==> config.mk <==
export PLATFORM = sky130hd
export DESIGN_NAME = vector_output_capture_flat
export DESIGN_NICKNAME = d
export VERILOG_FILES = /design/src/rtl/vector_output_capture_if.sv /design/src/rtl/vector_output_capture.sv /design/src/flat_wrapper.sv
export SDC_FILE = /design/constraint.sdc
export NUM_CORES = 1
export LEC_CHECK = 0
export CORE_MARGIN = 4
export CORE_UTILIZATION = 25
export DETAILED_ROUTE_END_ITERATION = 16
export PLACE_DENSITY = 0.47
export SYNTH_ARGS = -nofsm -noshare
export SYNTH_HDL_FRONTEND = slang
export SYNTH_SLANG_ARGS = --single-unit
==> constraint.sdc <==
create_clock -name clock -period 27.9 [get_ports clock]
set_input_delay 4.185 -clock clock [delete_from_list [all_inputs] [get_ports clock]]
set_output_delay 4.185 -clock clock [all_outputs]
set_load 0.005 [all_outputs]
==> src/rtl/vector_output_capture_if.sv <==
// Capture-side bus for vector_output_capture: CPU strobe/vector in, lane stream out, FIFO status.
// The timestamp signal exists only when VECTOR_OUTPUT_CAPTURE_TIMESTAMP_EN is defined.
interface vector_output_capture_if #(
  parameter int DATA_WIDTH  = 19,
  parameter int VECTOR_SIZE = 6,
  parameter int DEPTH       = 8,
  parameter int TS_WIDTH    = 16
);
  logic                              outFlag;
  logic [VECTOR_SIZE*DATA_WIDTH-1:0] out;
  logic [DATA_WIDTH-1:0]             laneData;
  logic [$clog2(VECTOR_SIZE)-1:0]    laneIndex;
  logic                              laneLast;
  logic                              laneValid;
  logic                              laneReady;
  logic [$clog2(DEPTH):0]            level;
  logic                              full;
  logic                              empty;
  logic [15:0]                       dropCount;
`ifdef VECTOR_OUTPUT_CAPTURE_TIMESTAMP_EN
  logic [TS_WIDTH-1:0]               timestamp;
`endif

  modport master (
    output outFlag, out, laneReady,
    input  laneData, laneIndex, laneLast, laneValid, level, full, empty, dropCount
`ifdef VECTOR_OUTPUT_CAPTURE_TIMESTAMP_EN
    , input timestamp
`endif
  );

  modport slave (
    input  outFlag, out, laneReady,
    output laneData, laneIndex, laneLast, laneValid, level, full, empty, dropCount
`ifdef VECTOR_OUTPUT_CAPTURE_TIMESTAMP_EN
    , output timestamp
`endif
  );
endinterface

==> src/rtl/vector_output_capture.sv <==
// Buffers whole CPU vectors on outFlag and streams them lane by lane over valid/ready; strobe->laneValid 2 cycles,
// lanes hold while laneReady=0, pushes to a full FIFO are dropped and counted. Option: VECTOR_OUTPUT_CAPTURE_TIMESTAMP_EN.
module vector_output_capture #(
  parameter int DATA_WIDTH  = 19,
  parameter int VECTOR_SIZE = 6,
  parameter int DEPTH       = 8,
  parameter int TS_WIDTH    = 16
) (
  input  logic                   clock,
  input  logic                   reset,
  vector_output_capture_if.slave bus
);
  localparam int VW = DATA_WIDTH * VECTOR_SIZE;
  localparam int AW = $clog2(DEPTH);
  localparam int LW = $clog2(VECTOR_SIZE);
  localparam logic [LW-1:0] LAST_IDX = LW'(VECTOR_SIZE - 1);
  localparam logic [AW:0]   FULL_LVL = (AW + 1)'(DEPTH);

  typedef enum logic {IDLE, SEND} state_t;

  logic [VW-1:0]         mem [DEPTH];
  logic [AW-1:0]         wr_ptr, rd_ptr;
  logic [AW:0]           level, level_nxt;
  logic [15:0]           drop_count;
  state_t                state;
  logic                  lane_valid, lane_last;
  logic [LW-1:0]         lane_index;
  logic [DATA_WIDTH-1:0] lane_sel;
  logic [VW-1:0]         head;
  logic                  full, empty, push, pop;

  assign full      = (level == FULL_LVL);
  assign empty     = (level == '0);
  assign push      = bus.outFlag & ~full;
  assign pop       = lane_valid & bus.laneReady & (lane_index == LAST_IDX);
  assign level_nxt = level + (AW + 1)'(push) - (AW + 1)'(pop);
  assign head      = mem[rd_ptr];

  always_comb begin
    lane_sel = '0;
    for (int i = 0; i < VECTOR_SIZE; i++)
      if (lane_index == LW'(i)) lane_sel = head[i*DATA_WIDTH +: DATA_WIDTH];
  end

  // Head slot cannot be written while it is being streamed: it is only freed by pop.
  always_ff @(posedge clock)
    if (!reset && push) mem[wr_ptr] <= bus.out;

  always_ff @(posedge clock) begin
    if (reset) begin
      wr_ptr     <= '0;
      rd_ptr     <= '0;
      level      <= '0;
      drop_count <= '0;
      state      <= IDLE;
      lane_valid <= 1'b0;
      lane_index <= '0;
      lane_last  <= 1'b0;
    end else begin
      if (push) wr_ptr <= wr_ptr + 1'b1;
      if (pop)  rd_ptr <= rd_ptr + 1'b1;
      if (bus.outFlag && full && drop_count != 16'hFFFF) drop_count <= drop_count + 16'd1;
      level <= level_nxt;
      case (state)
        IDLE: begin
          if (!empty) begin
            state      <= SEND;
            lane_valid <= 1'b1;
            lane_index <= '0;
            lane_last  <= 1'b0;
          end
        end
        SEND: begin
          if (bus.laneReady) begin
            if (lane_index != LAST_IDX) begin
              lane_index <= lane_index + 1'b1;
              lane_last  <= (lane_index + 1'b1 == LAST_IDX);
            end else begin
              lane_index <= '0;
              lane_last  <= 1'b0;
              // Back-to-back vectors continue without a bubble.
              if (level_nxt == '0) begin
                state      <= IDLE;
                lane_valid <= 1'b0;
              end
            end
          end
        end
        default: begin
          state      <= IDLE;
          lane_valid <= 1'b0;
        end
      endcase
    end
  end

`ifdef VECTOR_OUTPUT_CAPTURE_TIMESTAMP_EN
  logic [TS_WIDTH-1:0] ts_cnt;
  logic [TS_WIDTH-1:0] ts_mem [DEPTH];

  always_ff @(posedge clock) begin
    if (reset) ts_cnt <= '0;
    else       ts_cnt <= ts_cnt + 1'b1;
  end

  always_ff @(posedge clock)
    if (!reset && push) ts_mem[wr_ptr] <= ts_cnt;

  assign bus.timestamp = lane_valid ? ts_mem[rd_ptr] : '0;
`endif

  assign bus.laneData  = lane_valid ? lane_sel : '0;
  assign bus.laneIndex = lane_index;
  assign bus.laneLast  = lane_last;
  assign bus.laneValid = lane_valid;
  assign bus.level     = level;
  assign bus.full      = full;
  assign bus.empty     = empty;
  assign bus.dropCount = drop_count;
endmodule
==> src/flat_wrapper.sv <==
// flat-port wrapper written by rule: the top's interface ports become plain ports
module vector_output_capture_flat 
#(
  parameter int DATA_WIDTH  = 19,
  parameter int VECTOR_SIZE = 6,
  parameter int DEPTH       = 8,
  parameter int TS_WIDTH    = 16
)
  (clock, reset, bus_outFlag, bus_out, bus_laneReady, bus_laneData, bus_laneIndex, bus_laneLast, bus_laneValid, bus_level, bus_full, bus_empty, bus_dropCount);
  vector_output_capture_if #(.DATA_WIDTH(DATA_WIDTH), .VECTOR_SIZE(VECTOR_SIZE), .DEPTH(DEPTH), .TS_WIDTH(TS_WIDTH)) bus_i ();
  input  logic clock;
  input  logic reset;
  input wire logic [$bits(bus_i.outFlag)-1:0] bus_outFlag;
  input wire logic [$bits(bus_i.out)-1:0] bus_out;
  input wire logic [$bits(bus_i.laneReady)-1:0] bus_laneReady;
  output wire logic [$bits(bus_i.laneData)-1:0] bus_laneData;
  output wire logic [$bits(bus_i.laneIndex)-1:0] bus_laneIndex;
  output wire logic [$bits(bus_i.laneLast)-1:0] bus_laneLast;
  output wire logic [$bits(bus_i.laneValid)-1:0] bus_laneValid;
  output wire logic [$bits(bus_i.level)-1:0] bus_level;
  output wire logic [$bits(bus_i.full)-1:0] bus_full;
  output wire logic [$bits(bus_i.empty)-1:0] bus_empty;
  output wire logic [$bits(bus_i.dropCount)-1:0] bus_dropCount;
  assign bus_i.outFlag = bus_outFlag;
  assign bus_i.out = bus_out;
  assign bus_i.laneReady = bus_laneReady;
  assign bus_laneData = bus_i.laneData;
  assign bus_laneIndex = bus_i.laneIndex;
  assign bus_laneLast = bus_i.laneLast;
  assign bus_laneValid = bus_i.laneValid;
  assign bus_level = bus_i.level;
  assign bus_full = bus_i.full;
  assign bus_empty = bus_i.empty;
  assign bus_dropCount = bus_i.dropCount;
  vector_output_capture #(.DATA_WIDTH(DATA_WIDTH), .VECTOR_SIZE(VECTOR_SIZE), .DEPTH(DEPTH), .TS_WIDTH(TS_WIDTH)) u_core (.clock(clock), .reset(reset), .bus(bus_i));
endmodule
* Yosys cells after proc, flatten, opt, wreduce, memory -nomap -nowiden
Memory sizes are Yosys's and may differ from the RTL's. A register that Yosys moved wholly into a read port is not among the register bits.
Index checks and enable logic that the tools add are counted.
** Storage, ports and cells
- Input port bits :: 118
- Logic and storage cells :: 71
- Memory bits (writable) :: 912
- Output and inout port bits :: 46
- Flip-flop bits (word level) :: 32
- Bits in latches :: 0
- ROM bits :: 0
- Memories :: 1
** Operators by class
- Multiply operators :: 0
- Shifts and indexed selects :: 0
- Multiplexer cells :: 29
- $add $sub $neg :: 6
- Reduce and logical (&&, ||, !) cells :: 9
- Magnitude comparators :: 0
- Equal/unequal tests :: 13
- Divide/modulo/power cells :: 0
- Bitwise gates (word level) :: 5
** Memories
- u_core.mem :: words 8, width 114, rd ports 1, clocked after Yosys merged registers in 1, write ports 1, RTL line vector_output_capture.sv:21 : logic [VW-1:0] mem [DEPTH];
** Operators by type and width (count)
- 19-bit two-way mux :: 7
- 16-bit by 1-bit adder with 16-bit output, second input constant :: 1
- 16-bit != test, second input constant :: 1
- 3-bit two-way mux :: 5
- 1-bit two-way mux :: 13
- 3-bit by 1-bit adder with 3-bit output, second input constant :: 3
- 3-bit == test, second input constant :: 3
- 4-bit zero test :: 2
- 2-bit != test, second input constant :: 4
- 3-bit by 2-bit == test with 1-bit output, second input constant :: 2
- 1-bit one-hot mux with 2 select lines :: 3
- 3-bit one-hot mux with 2 select lines :: 1
- 4-bit by 1-bit adder with 4-bit output :: 1
- 4-bit == test, second input constant :: 1
- 4-bit AND reduction :: 1
- 4-bit by 1-bit subtractor with 4-bit output :: 1
- 1-bit AND :: 3
- 3-bit by 1-bit == test with 1-bit output, second input constant :: 1
- 1-bit logical AND :: 3
- 3-bit zero test :: 1
- 3-bit != test, second input constant :: 1
- 1-bit inverter :: 2
- 2-bit AND reduction :: 1
- 1-bit zero test :: 1

* Longest topological paths before layout
- Depth after elaboration :: 10
- Mapped depth :: 13
- Depth with buffers taken out :: 12

* Least setup slack after synthesis
Ideal clock, no wire load.
- Kind :: input to register
- Start :: input reset
- End :: memory u_core.mem[0][0] (netlist name) (enable)
- Setup time :: 0.726 ns
- Cell stages on the path :: 3
- Path buffers :: 1
- Data required time :: 27.174 ns
- Data arrival time :: 12.454 ns
- Setup slack :: 14.720 ns
- Path through :: clkbuf_1 or3_1 nor3_1
** Between the ends
- Longest elaborated chain between the ends :: 4
** Ends and longest elaborated chain
- start: declaration :: RTL line flat_wrapper.sv:12 : input logic reset;
- 1-bit zero test :: RTL line vector_output_capture.sv:47 : if (!reset && push) mem[wr_ptr] <= bus.out;
- 1-bit logical AND :: RTL line vector_output_capture.sv:47
- 1-bit two-way mux :: RTL line vector_output_capture.sv:47
- 1-bit two-way mux (not written as such) :: RTL line vector_output_capture.sv:47
- end: declaration :: RTL line vector_output_capture.sv:21
Every way passes these cells.

==> impl_results.md <==
- Grt ovf: 0
- CTS H-tree lvls: 3
- Highest metal used: met5
- Layout cell share with drive strength beyond 1: roughly 17%
- Post-CTS setup buffers: 0
- Worst-margin pin slew: 1.12 ns
- Post-synthesis cell count: 1791
- Max FO, Critical Path: roughly 120
- Final setup vio count: 0
- Clock tree buffer depth: 3
- DR vias/cell: ~4.5
- Std-Cell Rows: 140
- Max Cap Viol: 0
- Worst Skew: 0.0216 ns
- Initial antenna violation count: 38
- Remaining antenna violation count after routing: 0
- Pins Over Slew Limit: 0
- CTS tree: done
- First-pass GRT wire length: roughly 140000 µm
- Syn Std Cell Area: approximately 37000 µm²
- P&R area growth vs syn: 18.9%
- DRT met1 WL: 42900 µm
- Final Hold Fails: 0
- Largest net degree at the start of global routing: approximately 120
- PortBufs: roughly 160
- Post-synth cell types: 56
- Hold Crit Class: register to register
- Core Area: around 150000 µm²
- DR WL met2: around 46000 µm
- WL final: approximately 96000 µm
- Final setup TNS: 0 ns
- Worst path required time: about 24 ns
- NumNets Final: approximately 2100
- EDFF count, synth: 912
- Initial drt markers: 1349
- Leakage Power: 12.9 nW
- CTS clk-pin slew, worst paths: roughly 0.060 ns
- Post-route DRC: 0
- Design Power: 3.07 mW
- Power Dens Cells: 70.5 nW/µm²
- DP HPWL: ~52000 µm
- Cell taking the most area after synthesis: edfxtp_1
- Async SR Flop Fraction: 0%
- Seq cells post-synth: approximately 950
- Clock Root Buffer: clkbuf_16
- Via count: ~18000
- Period utilization: between 30% and 40%
- R2r setup slk: approximately 24 ns
- Arr. time, crit path: roughly 5.5 ns
- RSZ-0062 raised after global routing: false
- Num CTS Buffers: 97
- Filler instances: 14159
- Routability cong.: approximately 0.77
- DR WL met3: approximately 5600 µm
- CTS Hold Bufs: 0
- Synth Net Count: around 1900
- DIE AREA: between 150000 and 200000 µm²
- Main synth FF type: edfxtp_1
- Chip height: ~400 µm
- Worst setup path class: register to output port
- Rel. slew slack: 25.3%
- Clock sink count: about 950
- I/O pin count: around 160
- Worst Setup Start Kind: register
- Global Route Usage Sum: around an eighth
- WL per Instance: around 24 µm
- Status: complete, no violations
- Critical Path Sink Type: output port
- VDD IR-drop max: a little under 50 µV
- Final core occ: 29.9%
- Period minus WS final: roughly 9.7 ns
- Sequential element share of the synthesized area: approximately three quarters
- Clk_lat worst skew: 0.67 ns
- Top cell type's share of synthesized area: 74.7%
- Synth warnings: 0
- Die Wd: a little under 400 µm
- Number of global-route vias before repair: approximately 18000
- FMAX: between 0.1 and 0.15 GHz
- Initial core utilization: 25.2%
- Pre-Repair DR Iteration Count: 5
- Synth area leaders: edfxtp_1 (75%), mux4_2 (10%), mux2i_1 (3.7%)
- Syn avg cell area: ~20 µm²
- PostCTS Resize Cnt: 0
## through the flow
| step | instances | setup WS [ns] | hold WS, ns | instance area (µm²) |
|---|---|---|---|---|
| final | 3993 | 18.22 | 0.502 | 43600 |
| after floorplan | 1791 | 14.72 | 0.454 | 36700 |
| after detailed placement | 3805 | 18.84 | 0.486 | 40500 |
| after CTS | 3984 | 18.09 | 0.507 | 43600 |
| after global placement | 3805 | 18.91 | 0.477 | 40500 |
| after global routing | 3985 | 17.95 | 0.538 | 43600 |
## path summary, 6_finish.rpt
path | startpoint | to | cells after the start
worst max-delay path | register | bus_laneData[7] | 8
worst min-delay path | u_core.wr_ptr[1] | u_core.wr_ptr[1] | 2
worst max register to register | u_core.bus.level[2] | u_core.mem[4][1] | 9
worst min register to register | u_core.wr_ptr[1] | u_core.wr_ptr[1] | 2
## state kept, by name (all words and copies together) (netlist names), named ones only
register and flops:
u_core.mem 912, u_core.bus.dropCount 16, u_core.bus.level 4, u_core.bus.laneIndex 3
u_core.rd_ptr 3, u_core.wr_ptr 3, u_core.bus.laneLast 1, u_core.bus.laneValid 1
u_core.state 1
## cells in the mapped netlist (all sizes together) (3+ instances only)
master	n
edfxtp	912
mux4	170
mux2i	135
buf	73
a22oi	57
nor2	54
nand2	53
a21oi	46
dfxtp	35
clkbuf	25
nand2b	22
or3	21
or4	21
a311oi	20
o22ai	19
o221ai	18
inv	12
ha	10
xnor2	10
xor2	10
nand3	8
nor2b	5
nor3	5
o21ai	5
and2	4
and3	4
nand4	4
nor4	4
nor3b	3
o211ai	3
## area by class of cell
cell class	instances	area [µm²]	share of cell area, %
Sequential cell	947	28100	64.5
Timing Repair Buffer	195	1970	4.52
Tap cell	1917	2400	5.50
Multi-Input combinational cell	734	7990	18.3
Inverter	12	45.0	0.103
Clock buffer	115	2540	5.82
Antenna cell	9	22.5	0.0517
Clock inverter	64	520	1.19
## routing by layer
metal,up-vias,GRT usage (%)
met5,-,0
met3,140,2.76
li1,7853,-
met4,8,2.45
met2,442,20.2
met1,9645,17.0
## power by group
group | leakage, nW | switching, mW | internal, mW
registers | 8.52 | 0.0126 | 1.60
logic | 2.91 | 0.127 | 0.0794
clock network | 1.50 | 0.537 | 0.714
## worst max-delay path, stage by stage (launching register included)
cell and delay (ns):
dfxtp_4 0.79, buf_12 0.62, buf_4 0.87, mux2i_1 0.17, a22oi_1 0.27, a21oi_1 0.10, or4_1 0.60, o22ai_1 0.65
clkdlybuf4s50_1 0.64
## cells in the final DEF (no fill, tap or decap), types with 10 or more instances in the layout
cell type,n
clkbuf_1,16
or3_1,20
dfxtp_1,32
a21oi_1,46
clkdlybuf4s50_1,163
ha_1,10
clkinv_1,28
inv_1,11
nand2b_1,22
a311oi_1,20
or4_1,21
xor2_1,10
o22ai_1,19
edfxtp_1,912
clkbuf_16,99
nor2_1,47
xnor2_1,10
nand2_1,53
mux4_2,170
a22oi_1,57
buf_4,24
o221ai_1,18
mux2i_1,135
clkinv_2,19
## cells by family (layout without fill, tap and decap cells)
logic type / Yosys count / in the layout / synth area share, %
multiplexers: 306 / 306 / 14.2
buffers and inverters: 110 / 386 / 1.80
XOR/XNOR: 20 / 20 / 0.478
AO/OA/AOI/OAI: 180 / 180 / 3.41
flip-flops: 947 / 947 / 76.6
AND/OR/NAND/NOR: 217 / 217 / 3.13
other: 0 / 9 / 0
adder cells (fa/ha/maj): 11 / 11 / 0.396
No activity file was read; power rests on OpenSTA's default activity.
